`config.mk`:
```
export PLATFORM = sky130hd
export DESIGN_NAME = vedic_seq_divider_flat
export DESIGN_NICKNAME = d
export VERILOG_FILES = /design/src/rtl/vedic_arith_pkg.sv /design/src/rtl/vedic_seq_divider_if.sv /design/src/rtl/vedic_div_step.sv /design/src/rtl/vedic_seq_divider.sv /design/src/flat_wrapper.sv
export SDC_FILE = /design/constraint.sdc
export NUM_CORES = 1
export LEC_CHECK = 0
export BUFFER_PORTS_ARGS = -buffer_cell sky130_fd_sc_hd__buf_2
export CAP_MARGIN = 20
export CORE_UTILIZATION = 50
export DETAILED_ROUTE_END_ITERATION = 10
export PLACE_DENSITY = 0.76
export SYNTH_ARGS = -nofsm -noshare
export SYNTH_HDL_FRONTEND = slang
export SYNTH_SLANG_ARGS = --single-unit
```
`constraint.sdc`:
```
create_clock -name clk -period 1.7 [get_ports clk]
set_clock_uncertainty 0.2 [all_clocks]
set_input_delay 0 -clock clk [delete_from_list [all_inputs] [get_ports clk]]
set_output_delay 0 -clock clk [all_outputs]
set_load 0.02 [all_outputs]
```
`src/rtl/vedic_arith_pkg.sv`:
```
// -----------------------------------------------------------------------------
// vedic_arith_pkg
// Shared definitions for the Vedic arithmetic datapath (multiplier and divider).
//   div_state_t       : divider FSM states.
//   DIV_ZERO_QUOTIENT : all-ones quotient returned for a zero divisor.
//                       Callers slice it down to their own width.
//   widths_ok()       : elaboration-time operand width sanity check.
// -----------------------------------------------------------------------------
package vedic_arith_pkg;

  typedef enum logic [1:0] {
    IDLE = 2'd0,
    BUSY = 2'd1,
    DONE = 2'd2
  } div_state_t;

  localparam logic [63:0] DIV_ZERO_QUOTIENT = '1;

  // The narrow operand must be non-empty and no wider than the wide one.
  // The wide operand must fit DIV_ZERO_QUOTIENT.
  function automatic bit widths_ok(input int unsigned wide, input int unsigned narrow);
    return (narrow >= 1) && (narrow <= wide) && (wide <= 64);
  endfunction

endpackage

```
`src/rtl/vedic_seq_divider_if.sv`:
```
// -----------------------------------------------------------------------------
// vedic_seq_divider_if
// Operand and result handshake bundle for vedic_seq_divider.
//   in_valid/in_ready   : operand handshake (dividend, divisor)
//   out_valid/out_ready : result handshake (quotient, remainder, div_zero)
// Modports:
//   master : the producer/consumer of the divider (drives operands, out_ready)
//   slave  : the divider itself
// -----------------------------------------------------------------------------
interface vedic_seq_divider_if #(
  parameter int WIDTH     = 4,
  parameter int DIV_WIDTH = 2
);

  logic                 in_valid;
  logic                 in_ready;
  logic [WIDTH-1:0]     dividend;
  logic [DIV_WIDTH-1:0] divisor;
  logic                 out_valid;
  logic                 out_ready;
  logic [WIDTH-1:0]     quotient;
  logic [DIV_WIDTH-1:0] remainder;
  logic                 div_zero;

  modport master (
    output in_valid, dividend, divisor, out_ready,
    input  in_ready, out_valid, quotient, remainder, div_zero
  );

  modport slave (
    input  in_valid, dividend, divisor, out_ready,
    output in_ready, out_valid, quotient, remainder, div_zero
  );

endinterface

```
`src/rtl/vedic_div_step.sv`:
```
// -----------------------------------------------------------------------------
// vedic_div_step
// One combinational restoring-division step.
//   rem_i      : partial remainder so far (always < divisor_i)
//   next_bit_i : next dividend bit, shifted into the partial remainder
//   divisor_i  : non-zero divisor
//   new_rem_o  : updated partial remainder
//   q_bit_o    : quotient bit produced by this step
// -----------------------------------------------------------------------------
module vedic_div_step #(
  parameter int DIV_WIDTH = 2
) (
  input  logic [DIV_WIDTH-1:0] rem_i,
  input  logic                 next_bit_i,
  input  logic [DIV_WIDTH-1:0] divisor_i,
  output logic [DIV_WIDTH-1:0] new_rem_o,
  output logic                 q_bit_o
);

  logic [DIV_WIDTH:0]   partial;
  logic [DIV_WIDTH-1:0] diff;

  assign partial = {rem_i, next_bit_i};
  assign q_bit_o = (partial >= {1'b0, divisor_i});

  // Because rem_i < divisor_i, partial - divisor_i < divisor_i whenever the
  // subtraction is taken, so the low DIV_WIDTH bits carry the exact result.
  assign diff      = partial[DIV_WIDTH-1:0] - divisor_i;
  assign new_rem_o = q_bit_o ? diff : partial[DIV_WIDTH-1:0];

endmodule

```
`src/rtl/vedic_seq_divider.sv`:
```
// -----------------------------------------------------------------------------
// vedic_seq_divider
// Multi-cycle unsigned restoring divider, one quotient bit per clock.
//   clk   : rising-edge clock
//   rst_n : synchronous active-low reset, aborts any division in flight
//   bus   : vedic_seq_divider_if.slave
//           dividend/divisor in on in_valid && in_ready,
//           quotient/remainder/div_zero out on out_valid && out_ready.
// A non-zero divisor yields a result WIDTH clocks after the accept edge.
// A zero divisor goes straight to DONE with an all-ones quotient and div_zero
// set, so its result is valid in the cycle right after the accept.
// -----------------------------------------------------------------------------
module vedic_seq_divider
  import vedic_arith_pkg::*;
#(
  parameter int WIDTH     = 4,
  parameter int DIV_WIDTH = 2
) (
  input logic                clk,
  input logic                rst_n,
  vedic_seq_divider_if.slave bus
);

  localparam int CW = (WIDTH > 1) ? $clog2(WIDTH) : 1;

  if (!widths_ok(WIDTH, DIV_WIDTH)) begin : g_width_err
    $error("vedic_seq_divider: DIV_WIDTH must be in 1..WIDTH and WIDTH <= 64");
  end

  div_state_t           state_q,   state_d;
  logic [WIDTH-1:0]     shift_q,   shift_d;    // dividend in, quotient out
  logic [DIV_WIDTH-1:0] rem_q,     rem_d;
  logic [DIV_WIDTH-1:0] divisor_q, divisor_d;
  logic [CW-1:0]        count_q,   count_d;
  logic                 div_zero_q, div_zero_d;

  logic [DIV_WIDTH-1:0] step_rem;
  logic                 step_q_bit;

  vedic_div_step #(.DIV_WIDTH(DIV_WIDTH)) u_step (
    .rem_i      (rem_q),
    .next_bit_i (shift_q[WIDTH-1]),
    .divisor_i  (divisor_q),
    .new_rem_o  (step_rem),
    .q_bit_o    (step_q_bit)
  );

  always_comb begin
    // NOTE: every next-state signal gets its hold value first, so no path
    // through the case statement can leave one unassigned and infer a latch.
    state_d    = state_q;
    shift_d    = shift_q;
    rem_d      = rem_q;
    divisor_d  = divisor_q;
    count_d    = count_q;
    div_zero_d = div_zero_q;

    case (state_q)
      IDLE: begin
        if (bus.in_valid) begin
          if (bus.divisor != '0) begin
            shift_d    = bus.dividend;
            divisor_d  = bus.divisor;
            rem_d      = '0;
            count_d    = CW'(WIDTH - 1);
            div_zero_d = 1'b0;
            state_d    = BUSY;
          end else begin
            shift_d    = DIV_ZERO_QUOTIENT[WIDTH-1:0];
            rem_d      = '0;
            div_zero_d = 1'b1;
            state_d    = DONE;
          end
        end
      end

      BUSY: begin
        // Dividend bits leave at the MSB while quotient bits enter at the LSB,
        // so after WIDTH steps the register holds the full quotient.
        shift_d    = shift_q << 1;
        shift_d[0] = step_q_bit;
        rem_d      = step_rem;
        if (count_q == '0) begin
          state_d = DONE;
        end else begin
          count_d = count_q - CW'(1);
        end
      end

      DONE: begin
        if (bus.out_ready) begin
          state_d = IDLE;
        end
      end

      default: state_d = IDLE;
    endcase
  end

  // NOTE: state registers use non-blocking assignments so every flop samples
  // the pre-edge values of the others, independent of statement order.
  always_ff @(posedge clk) begin
    if (!rst_n) begin
      state_q    <= IDLE;
      shift_q    <= '0;
      rem_q      <= '0;
      divisor_q  <= '0;
      count_q    <= '0;
      div_zero_q <= 1'b0;
    end else begin
      state_q    <= state_d;
      shift_q    <= shift_d;
      rem_q      <= rem_d;
      divisor_q  <= divisor_d;
      count_q    <= count_d;
      div_zero_q <= div_zero_d;
    end
  end

  assign bus.in_ready  = (state_q == IDLE);
  assign bus.out_valid = (state_q == DONE);
  assign bus.quotient  = shift_q;
  assign bus.remainder = rem_q;
  assign bus.div_zero  = div_zero_q;

endmodule

```
`src/flat_wrapper.sv`:
```
// flat-port wrapper written by rule: the top's interface ports become plain ports
module vedic_seq_divider_flat import vedic_arith_pkg::*;
#(
  parameter int WIDTH     = 4,
  parameter int DIV_WIDTH = 2
)
  (clk, rst_n, bus_in_valid, bus_dividend, bus_divisor, bus_out_ready, bus_in_ready, bus_out_valid, bus_quotient, bus_remainder, bus_div_zero);
  vedic_seq_divider_if #(.WIDTH(WIDTH), .DIV_WIDTH(DIV_WIDTH)) bus_i ();
  input logic clk;
  input logic rst_n;
  input wire logic [$bits(bus_i.in_valid)-1:0] bus_in_valid;
  input wire logic [$bits(bus_i.dividend)-1:0] bus_dividend;
  input wire logic [$bits(bus_i.divisor)-1:0] bus_divisor;
  input wire logic [$bits(bus_i.out_ready)-1:0] bus_out_ready;
  output wire logic [$bits(bus_i.in_ready)-1:0] bus_in_ready;
  output wire logic [$bits(bus_i.out_valid)-1:0] bus_out_valid;
  output wire logic [$bits(bus_i.quotient)-1:0] bus_quotient;
  output wire logic [$bits(bus_i.remainder)-1:0] bus_remainder;
  output wire logic [$bits(bus_i.div_zero)-1:0] bus_div_zero;
  assign bus_i.in_valid = bus_in_valid;
  assign bus_i.dividend = bus_dividend;
  assign bus_i.divisor = bus_divisor;
  assign bus_i.out_ready = bus_out_ready;
  assign bus_in_ready = bus_i.in_ready;
  assign bus_out_valid = bus_i.out_valid;
  assign bus_quotient = bus_i.quotient;
  assign bus_remainder = bus_i.remainder;
  assign bus_div_zero = bus_i.div_zero;
  vedic_seq_divider #(.WIDTH(WIDTH), .DIV_WIDTH(DIV_WIDTH)) u_core (.clk(clk), .rst_n(rst_n), .bus(bus_i));
endmodule
```
==> impl_results.md, run 1 <==
* Status: finished clean
* Critical Path Sink Type: flop
* FMAX at 620 MHz
* Die area at 1660 um^2
* Cell row count at 13
* DR pass1 iterations at 4
* M1 GR Usage at 0.254
* Worst path cell trace: ha_1 -> inv_1 -> o21ai_2 -> mux2_4 -> o21ai_2
* Effective utilization at floorplan at 0.556
* Minimum clock period at 1.61 ns
* Num CTS Buffers at 3
* Ant. Diodes at 0
* Die height at 40.8 um
* Slew Viols, Final at 0
* Post-route DRC at 0
* Io pins at 19
* Final #Nets at 131
* Slowest CP cell: dfxtp_1
* Maxcap violations at 0
* Clock sink count at 13
* Synth area leader: dfxtp_1
* Vias in the first global route at 560
* ANT nets after route at 0
* GPL Wtd Cong at slightly below 0.8
* Vias per Instance at around 5.2
* Met3 usage at 0.0978
* GR Overflow Total at 0
* Unrepaired setup endpoints after global routing: no
* CTS H-Tree Depth at 1
* Power per cell area at 823 nW/um^2
* Synth Instances at about 90
* Startpoint type of the worst setup path: flop
* Top cell type's share of synthesized area at 0.347
* Avg Synthesized Cell Area at 8.44 um^2
* CTS Buffer Depth at 2
* Cell total after placement at 120
* First-pass GRT wire length at 2.37 mm
* Sum Neg Setup Slack at 0 ns
* Place WS at 0.0667 ns
* Postcts setup bufs at 0
* CTS tree: built
* Max FO, Critical Path at 4
* Final Cycle Share at 0.949
* Total GRT Usage at 0.227
* CP most frequent cell: o21ai_2
* Die Width at 40.8 um
* FF+latch count, synth at 13
* Sequential cell area fraction in the yosys report at 0.347
* CP peak stage delay at 0.35 ns
* Relative slew slack at 0.689
* Hpwl dp at 1.07 mm
* Commonest non-fill, non-tap cell in the layout: buf_2
* # fillers at 119
* Core area at 1350 um^2
* Setup WS post-layout at 0.0874 ns
* Routed Wire Length at between 1.5 and 2 mm
* Synth top area cells: dfxtp_1 35%, nand2_1 8.0%, ha_1 5.0%
* Worst-skew pair later-pin latency at 0.28 ns
* Met2 Resource Use GR at 0.369
* Commonest cells after routing, fill and taps aside: 18 x buf_2, 16 x nand2_1, 12 x dfxtp_1
* Post-synthesis net count at between 100 and 150
* Slew @ Worst Pin at 0.461 ns
* Final setup violation count at 0
* Root Buffer: clkbuf_4
* Mean routed wirelength per cell at 11.5 um
* Initial DRC Count at 16
* Ratio of cells with drive above 1 in the final layout at 0.274
* Critical path class: reg2reg
* Non-filler instance count after layout at roughly 130
* Largest net degree at the start of global routing at 15
* Synthesized cell area at around 750 um^2
* CP Data Required Time at approximately 1.7 ns
* Layout area overhead at 26.5%
* Min-Delay Path Class: in2reg
* DR vias at 682
* Leak at 0.442 nW
* Cell variety after synth at 32
* Warnings, synthesis at 0
* Peak supply drop at 0.527 mV
* Busiest metal layer after global routing: met2
* Worst EP arrival at 1.63 ns
* Clk pin slew, worst setup/hold paths at ~0.080 ns
* Initial antenna violation count at 0
* Fin. Hold Viols at 0
* Port Buf Inserts at 18
-- power by group --
group,switching (mW),total [mW],internal (mW)
clock,0.101,0.192,0.0910
sequential,0.0193,0.352,0.332
combinational,0.126,0.237,0.111
-- final timing paths --
kind,startpoint,to,slack (ns),cells past startpoint
max,u_core.bus.remainder[0],u_core.bus.remainder[0],0.09,5
min,bus_out_ready,u_core.state_q[1],0.04,5
max reg2reg,u_core.bus.remainder[0],u_core.bus.remainder[0],0.09,5
min reg2reg,u_core.divisor_q[1],u_core.divisor_q[1],0.26,2
-- metrics by stage --
stage	hold WS (ns)	area, um^2	total power, mW	util
3_3_place_gp	0.0945	838	0.573	0.621
5_1_grt	0.0735	950	0.840	0.703
4_1_cts	0.0156	945	0.788	0.700
3_5_place_dp	0.103	838	0.578	0.621
2_1_floorplan	-0.0469	751	0.528	-
6_report	0.0419	950	0.781	0.703
-- kinds of logic (layout without fill, tap and decap cells) --
kind of cell,after synthesis,in the layout,share of synthesized area
fa+ha+maj,3,3,0.0500
flops,13,13,0.347
buf+inv,12,40,0.0883
compound gates,25,25,0.242
simple gates,34,34,0.240
mux,2,2,0.0333
-- flip-flops by register name, summed over array words and instances (netlist names) --
name,count
u_core.bus.remainder,2
u_core.state_q,2
u_core.bus.div_zero,1
u_core.bus.quotient,4
u_core.divisor_q,2
u_core.count_q,2
-- routing by layer --
layer	share of wire	wire length, um
met5	0	0
met4	0.014	21
met3	0.042	64
met2	0.46	701
met1	0.48	732
-- cell usage after synthesis, drive strengths merged --
library cell	n
nand2	16
dfxtp	13
o21ai	8
inv	7
nor2	7
a21boi	6
nor2b	4
a21oi	3
ha	3
a2bb2oi	2
and2	2
buf	2
clkbuf	2
nand2b	2
nor3b	2
o211a	2
a31oi	1
clkinv	1
mux2	1
mux2i	1
nand3	1
o21bai	1
o221ai	1
o22ai	1
-- repair_timing --
item | in CTS | in global routing
hold endpoints to repair | 13 | 0
endpoints found under the setup margin | 0 | 1
resized for setup | 0 | 2
hold buffers | 8 | 0
-- critical path: cells and delay by family (launching register included) --
family / cells / cell delay [ns]
buffers and inverters: 1 / 0.08
AOI/OAI and AO/OA: 2 / 0.27
muxes: 1 / 0.31
DFF: 1 / 0.35
adders and majority gates: 1 / 0.34
-- cell type report --
class / instances / area, um^2 / share of cell area
multi-input cells: 64 / 428 / 0.451
flip-flops and latches: 13 / 262 / 0.275
repair buffers: 28 / 185 / 0.195
inverters: 8 / 30.0 / 0.0316
clock buffers: 4 / 26.3 / 0.0277
well taps: 15 / 18.8 / 0.0198
No activity file was read; power rests on OpenSTA's default activity.
==> run 2: changes to the inputs <==
--- a/config.mk
+++ b/config.mk
@@ -5,11 +5,12 @@
 export SDC_FILE = /design/constraint.sdc
 export NUM_CORES = 1
 export LEC_CHECK = 0
+export ABC_AREA = 1
 export BUFFER_PORTS_ARGS = -buffer_cell sky130_fd_sc_hd__buf_2
 export CAP_MARGIN = 20
-export CORE_UTILIZATION = 50
+export CORE_UTILIZATION = 49
 export DETAILED_ROUTE_END_ITERATION = 10
-export PLACE_DENSITY = 0.76
+export PLACE_DENSITY = 0.75
 export SYNTH_ARGS = -nofsm -noshare
 export SYNTH_HDL_FRONTEND = slang
 export SYNTH_SLANG_ARGS = --single-unit
==> run 2 against run 1 <==
Effect of this change: wire length increased by 4.5%; die area down 5.0%; synthesized cell count up 15%; core utilization is 0.50 points higher; design area is 1.7% lower; first-iteration DRC count grew 6.3%; sequential share of layout area is 0.48 points higher; worst hold slack better by 0.23 ns; largest power group unchanged; clock power about the same.
==> impl_results.md, run 2 <==
* Maxcap violations at 0
* DRT met1 WL at between 700 and 800 um
* Synth top area cells: dfxtp_1 37%, nand2_1 15%, inv_1 7.5%
* Initial antenna violation count at 0
* Relative slew slack at 0.784
* Int Pwr at 0.532 mW
* Port Buf Inserts at 18
* Clock sink count at 13
* Die area at roughly 1600 um^2
* Slowest CP cell: dlygate4sd3_1
* Synthesized cell area at between 600 and 700 um^2
* FF/Latch Area at 262 um^2
* Worst path cell trace: nor2_4 -> nand2_4 -> nor2_1 -> dlygate4sd3_1 -> nor2_1
* CTS tree: built
* Post-synth EDFFs at 0
* Synth area leader: dfxtp_1
* Prevailing post-synth register cell: dfxtp_1
* Num CTS Buffers at 3
* Logic gate share of total power at 0.324
* CP peak stage delay at 0.57 ns
* Layout area overhead at 33.9%
* Hpwl dp at 1.08 mm
* Clock share of power at 0.232
* Sw frac at 0.347
* Minimum hold slack at 0.270 ns
* Post-layout util at 0.708
* DR vias at roughly 750
* Vias per Instance at 5.03
* ANT nets after route at 0
* Commonest cells after routing, fill and taps aside: 27 x nand2_1, 18 x buf_2, 14 x inv_1
* Vias in the first global route at just under 600
* Startpoint type of the worst setup path: flop
* Worst EP arrival at about 1.6 ns
* FMAX at slightly above 600 MHz
* CP most frequent cell: nor2_1
* Root Buffer: clkbuf_4
* Total GRT Usage at 0.226
* Top cell type's share of synthesized area at 0.373
* Most common cell in the netlist: nand2_1
* Minimum clock period at approximately 1.6 ns
* Critical Path Sink Type: flop
* GR Overflow Total at 0
* Synth Instances at 102
* Multi-input logic area at ~360 um^2
* Most frequent cells after synthesis: 27 x nand2_1, 14 x inv_1, 13 x dfxtp_1
* Cell variety after synth at 19
* Cell row count at 13
* Slew Viols, Final at 0
* Met3 WL at slightly below 90 um
* Post-route DRC at 0
* DR pass1 iterations at 4
* Effective utilization at floorplan at 0.529
* Non-filler instance count after layout at 149
* Min-Delay Path Class: reg2reg
* Clk pin slew, worst setup/hold paths at about 0.080 ns
* Max Used Layer: met4
* Asr flop ratio synth at 0
* Mean routed wirelength per cell at 10.7 um
* CTS H-Tree Depth at 1
* Final instance area at 933 um^2
* Net switching power at 0.283 mW
* Largest net degree at the start of global routing at 11
* Register share of total power at 0.444
* Max FO, Critical Path at 7
* Final setup violation count at 0
* Avg Synthesized Cell Area at slightly below 7 um^2
* Final Cycle Share at 0.954
* Commonest non-fill, non-tap cell in the layout: nand2_1
* FF+latch count, synth at 13
* Power per cell area at 873 nW/um^2
* Peak supply drop at 0.480 mV
* Critical path class: reg2reg
* Met2 wire len at 767 um
* Ant. Diodes at 0
* Core area at 1320 um^2
* # fillers at 113
* CP Data Required Time at 1.67 ns
* Warnings, synthesis at 0
* Routed Wire Length at between 1.5 and 2 mm
* Cell total after placement at 134
* Fin. Hold Viols at 0
* CTS Buffer Depth at 2
* Final #Nets at 148
* Post-synthesis net count at 115
* Slew @ Worst Pin at 0.323 ns
* Max FFs per register at 4
* Io pins at 19
* First-pass GRT wire length at 2.34 mm
* Die Width at 39.7 um
* Initial DRC Count at 17
* Sum Neg Setup Slack at 0 ns
* Sequential cell area fraction in the yosys report at 0.373
* Leak at 0.490 nW
* GPL Wtd Cong at around 0.74
* Area after DPL at 798 um^2
* Die height at 39.7 um
* Ratio of cells with drive above 1 in the final layout at 0.246
* Worst-skew pair later-pin latency at 0.28 ns
* Status: finished clean
## run 2: changes by cell type in the layout (fill, tap and decap cells not counted), sizes merged, moves of 3 or more
cell    change
a21boi      -6
a21oi       +6
inv        +10
nand2      +15
nor2        +4
nor2b       -4
o21ai       +3
## run 2: stage by stage
step / total power, mW / setup WS (ns)
2_1_floorplan: 0.541 / 0.313
3_3_place_gp: 0.596 / 0.276
3_5_place_dp: 0.602 / 0.208
4_1_cts: 0.813 / 0.0694
5_1_grt: 0.874 / -0.000689
6_report: 0.815 / 0.0775
## run 2: repair_timing
| action | CTS | global route |
|---|---|---|
| setup endpoints to repair | 0 | 1 |
| hold buffers | 10 | 0 |
| gates resized for setup | 0 | 1 |
| hold endpoints to repair | 12 | 0 |
| buffers inserted | 0 | 1 |
## run 2: final cells by class
class | instances | share of cell area
repair buffers | 29 | 0.212
clock buffers | 4 | 0.0282
multi-input cells | 70 | 0.385
well taps | 15 | 0.0201
inverters | 18 | 0.0751
flip-flops and latches | 13 | 0.280
## run 2: worst max-delay path, delay by kind of cell, from the launching register on
kind	cells	cell delay [ns]
buf+inv	1	0.57
simple gates	4	0.39
flops	1	0.36
## run 2: path summary, 6_finish.rpt
check,start,endpoint,slack (ns),depth (start not counted)
setup / recovery,u_core.state_q[0],u_core.bus.div_zero,0.08,5
hold reg to reg,u_core.divisor_q[1],u_core.divisor_q[1],0.27,2
hold / removal,u_core.divisor_q[1],u_core.divisor_q[1],0.27,2
setup reg to reg,u_core.state_q[0],u_core.bus.div_zero,0.08,5
## run 2: cell families after synthesis
logic type / count (synthesis) / share of synthesized area
AND/OR/NAND/NOR: 46 / 0.298
AO/OA/AOI/OAI: 21 / 0.163
buffers and inverters: 19 / 0.111
flip-flops: 13 / 0.373
adder cells (fa/ha/maj): 3 / 0.0539
## run 2: power by group through the flow
stage | sequential (mW) | clock (mW) | combinational [mW]
2_1_floorplan | 0.381 | 0 | 0.160
3_3_place_gp | 0.366 | 0 | 0.230
3_5_place_dp | 0.367 | 0 | 0.236
4_1_cts | 0.360 | 0.196 | 0.257
5_1_grt | 0.366 | 0.213 | 0.295
6_report | 0.361 | 0.189 | 0.264
## run 2: metal layers
metal | vias to the layer above | track usage
met4 | 0 | 0.0517
met2 | 25 | 0.373
li1 | 388 | -
met5 | - | 0
met3 | 4 | 0.0852
met1 | 332 | 0.271
==> run 3: changes to the inputs <==
--- a/config.mk
+++ b/config.mk
@@ -6,6 +6,7 @@
 export NUM_CORES = 1
 export LEC_CHECK = 0
 export ABC_AREA = 1
+export ABC_CLOCK_PERIOD_IN_PS = 1700
 export BUFFER_PORTS_ARGS = -buffer_cell sky130_fd_sc_hd__buf_2
 export CAP_MARGIN = 20
 export CORE_UTILIZATION = 49
@@ -13,4 +14,5 @@
 export PLACE_DENSITY = 0.75
 export SYNTH_ARGS = -nofsm -noshare
 export SYNTH_HDL_FRONTEND = slang
+export SYNTH_HIERARCHICAL = 1
 export SYNTH_SLANG_ARGS = --single-unit
==> run 3 against run 2 <==
Effect of this change: total power decreased by 0.60%; critical endpoint is now u_core/bus.quotient[0]; largest cell class unchanged; fmax increased by 3.5%; combinational power decreased by 2%; wire length decreased by 0.88%; flip-flop and latch count unchanged; count of clock-buffer cells in the layout unchanged; highest routed layer unchanged; non-clock buffer count decreased by 2.
==> impl_results.md, run 3 <==
* FMAX at ~640 MHz
* Largest net degree at the start of global routing at 11
* First-pass GRT wire length at 2.28 mm
* Unrepaired setup endpoints after global routing: no
* Final Cycle Share at 0.922
* Sequential cell area fraction in the yosys report at 0.369
* Max FFs per register at 4
* ANT nets after route at 0
* Leak at just under 0.5 nW
* Ratio of cells with drive above 1 in the final layout at 0.235
* Hpwl dp at 1.12 mm
* Post-synth EDFFs at 0
* Sum Neg Setup Slack at 0 ns
* CTS Buffer Depth at 2
* Asr flop ratio synth at 0
* DR vias at 748
* Mean routed wirelength per cell at approximately 10 um
* Min-delay src: u_core/divisor_q[1]
* Relative slew slack at 0.719
* Cell variety after synth at 20
* CTS H-Tree Depth at 1
* Peak supply drop at 0.718 mV
* Fin. Hold Viols at 0
* Worst-skew pair later-pin latency at 0.27 ns
* Die Width at 39.9 um
* Layout area overhead at 32.7%
* Num CTS Buffers at 3
* Initial antenna violation count at 0
* CP Data Required Time at 1.67 ns
* Minimum clock period at 1.57 ns
* Power per cell area at 866 nW/um^2
* Root Buffer: clkbuf_4
* Port Buf Inserts at 18
* Total GRT Usage at 0.218
* Status: finished clean
* Die area at 1590 um^2
* R2R cell count at 7
* Final #Nets at 150
* Initial DRC Count at 15
* Maxcap violations at 0
* Vias per Instance at 4.95
* Critical path class: reg2reg
* Startpoint type of the worst setup path: flop
* Die height at 39.9 um
* Setup WS post-layout at about 0.13 ns
* Worst EP arrival at 1.54 ns
* Final Power at around 0.81 mW
* GR Overflow Total at 0
* Reg2reg start: u_core/divisor_q[1]
* DR pass1 iterations at 4
* Post-route DRC at 0
* Final setup violation count at 0
* Synth area leader: dfxtp_1
* Max FO, Critical Path at 4
* Warnings, synthesis at 6
* Slew Viols, Final at 0
* Effective utilization at floorplan at 0.535
* Vias in the first global route at 596
* Reg-to-reg slack, setup at 0.13 ns
* Hold Path End: u_core/divisor_q[1]
* CTS tree: built
* Hold depth at 2
* Core area at ~1300 um^2
* Commonest cells after routing, fill and taps aside: 27 x nand2_1, 19 x inv_1, 18 x buf_2
* Clk pin slew, worst setup/hold paths at 0.08 ns
* Synthesized cell area at 704 um^2
* Most common cell in the netlist: nand2_1
* Io pins at 19
* Min-Delay Path Class: reg2reg
* Top cell type's share of synthesized area at 0.369
* Reg2reg end: u_core/bus.quotient[0]
* Synth Instances at 105
* Avg Synthesized Cell Area at 6.71 um^2
* GPL Wtd Cong at 0.685
* Place WS at 0.128 ns
* Final instance area at 935 um^2
* Routed Wire Length at 1.57 mm
* FF+latch count, synth at 13
* Area after DPL at 813 um^2
* Prevailing post-synth register cell: dfxtp_1
* Post-synthesis net count at 118
* Cell total after placement at 138
* Critical Path Sink Type: flop
* Most frequent cells after synthesis: 27 x nand2_1, 19 x inv_1, 13 x dfxtp_1
* Clock sink count at 13
* Commonest non-fill, non-tap cell in the layout: nand2_1
* Slew @ Worst Pin at around 0.42 ns
* Synth top area cells: dfxtp_1 37%, nand2_1 14%, inv_1 10%
* Ant. Diodes at 0
* Cell row count at 13
* Non-filler instance count after layout at 151
-- run 3: layer usage --
metal	track usage	routed length, um	vias to the layer above
met5	0	0	-
met4	0.129	22	0
met3	0.0511	49	4
met2	0.379	810	17
met1	0.235	690	338
li1	-	-	389
-- run 3: final cells by class --
| class | instances | area, um^2 |
|---|---|---|
| tap | 15 | 18.8 |
| timing repair buffer | 27 | 180 |
| fill | 129 | 383 |
| multi-input combinational | 71 | 369 |
| inverter | 21 | 78.8 |
| sequential | 13 | 262 |
| clock buffer | 4 | 26.3 |
-- run 3: how the worst max path moves through the flow --
stage	start	slack [ns]	cells past startpoint	end
after floorplan	u_core/bus.quotient[3]	0.08	7	u_core/bus.quotient[0]
final	u_core/divisor_q[1]	0.13	7	u_core/bus.quotient[0]
after detailed placement	u_core/divisor_q[1]	0.13	7	u_core/bus.quotient[0]
after CTS	u_core/state_q[0]	0.04	6	u_core/divisor_q[0]
after global placement	u_core/bus.quotient[3]	0.20	7	u_core/bus.quotient[0]
after global routing	u_core/bus.quotient[3]	0.06	7	u_core/bus.quotient[0]
-- run 3: timing repair --
action                     in CTS  in global routing
setup buffers                   0                  0
setup endpoints to repair       0                  1
hold endpoints to repair       11                  0
resized for setup               0                  2
hold buffers                   10                  0
-- run 3: power breakdown --
group | internal [mW] | switching, mW
sequential | 0.336 | 0.0216
combinational | 0.102 | 0.157
clock | 0.0910 | 0.102
total | 0.529 | 0.281
-- run 3: kinds of logic (layout without fill, tap and decap cells) --
kind of cell             Yosys count  after routing  share of synthesized area
XOR/XNOR                           1              1                     0.0124
AO/OA/AOI/OAI                     13             13                     0.0977
flip-flops                        13             13                      0.369
adder cells (fa/ha/maj)            3              3                     0.0533
buffers and inverters             21             52                      0.112
AND/OR/NAND/NOR                   54             54                      0.355
-- run 3: critical path, stage by stage, from the launching register on --
cell	delay, ns
dfxtp_1	0.34
inv_1	0.04
ha_1	0.34
nand2_2	0.13
nand3_2	0.08
or2_1	0.23
nand3_1	0.06
nor2_1	0.04
-- run 3: per-stage QoR --
stage / hold slack, ns / utilization
global route: 0.306 / 0.709
detailed placement: 0.0212 / 0.617
global placement: 0.0237 / 0.617
CTS: 0.271 / 0.713
floorplan: -0.0773 / -
finish: 0.279 / 0.709
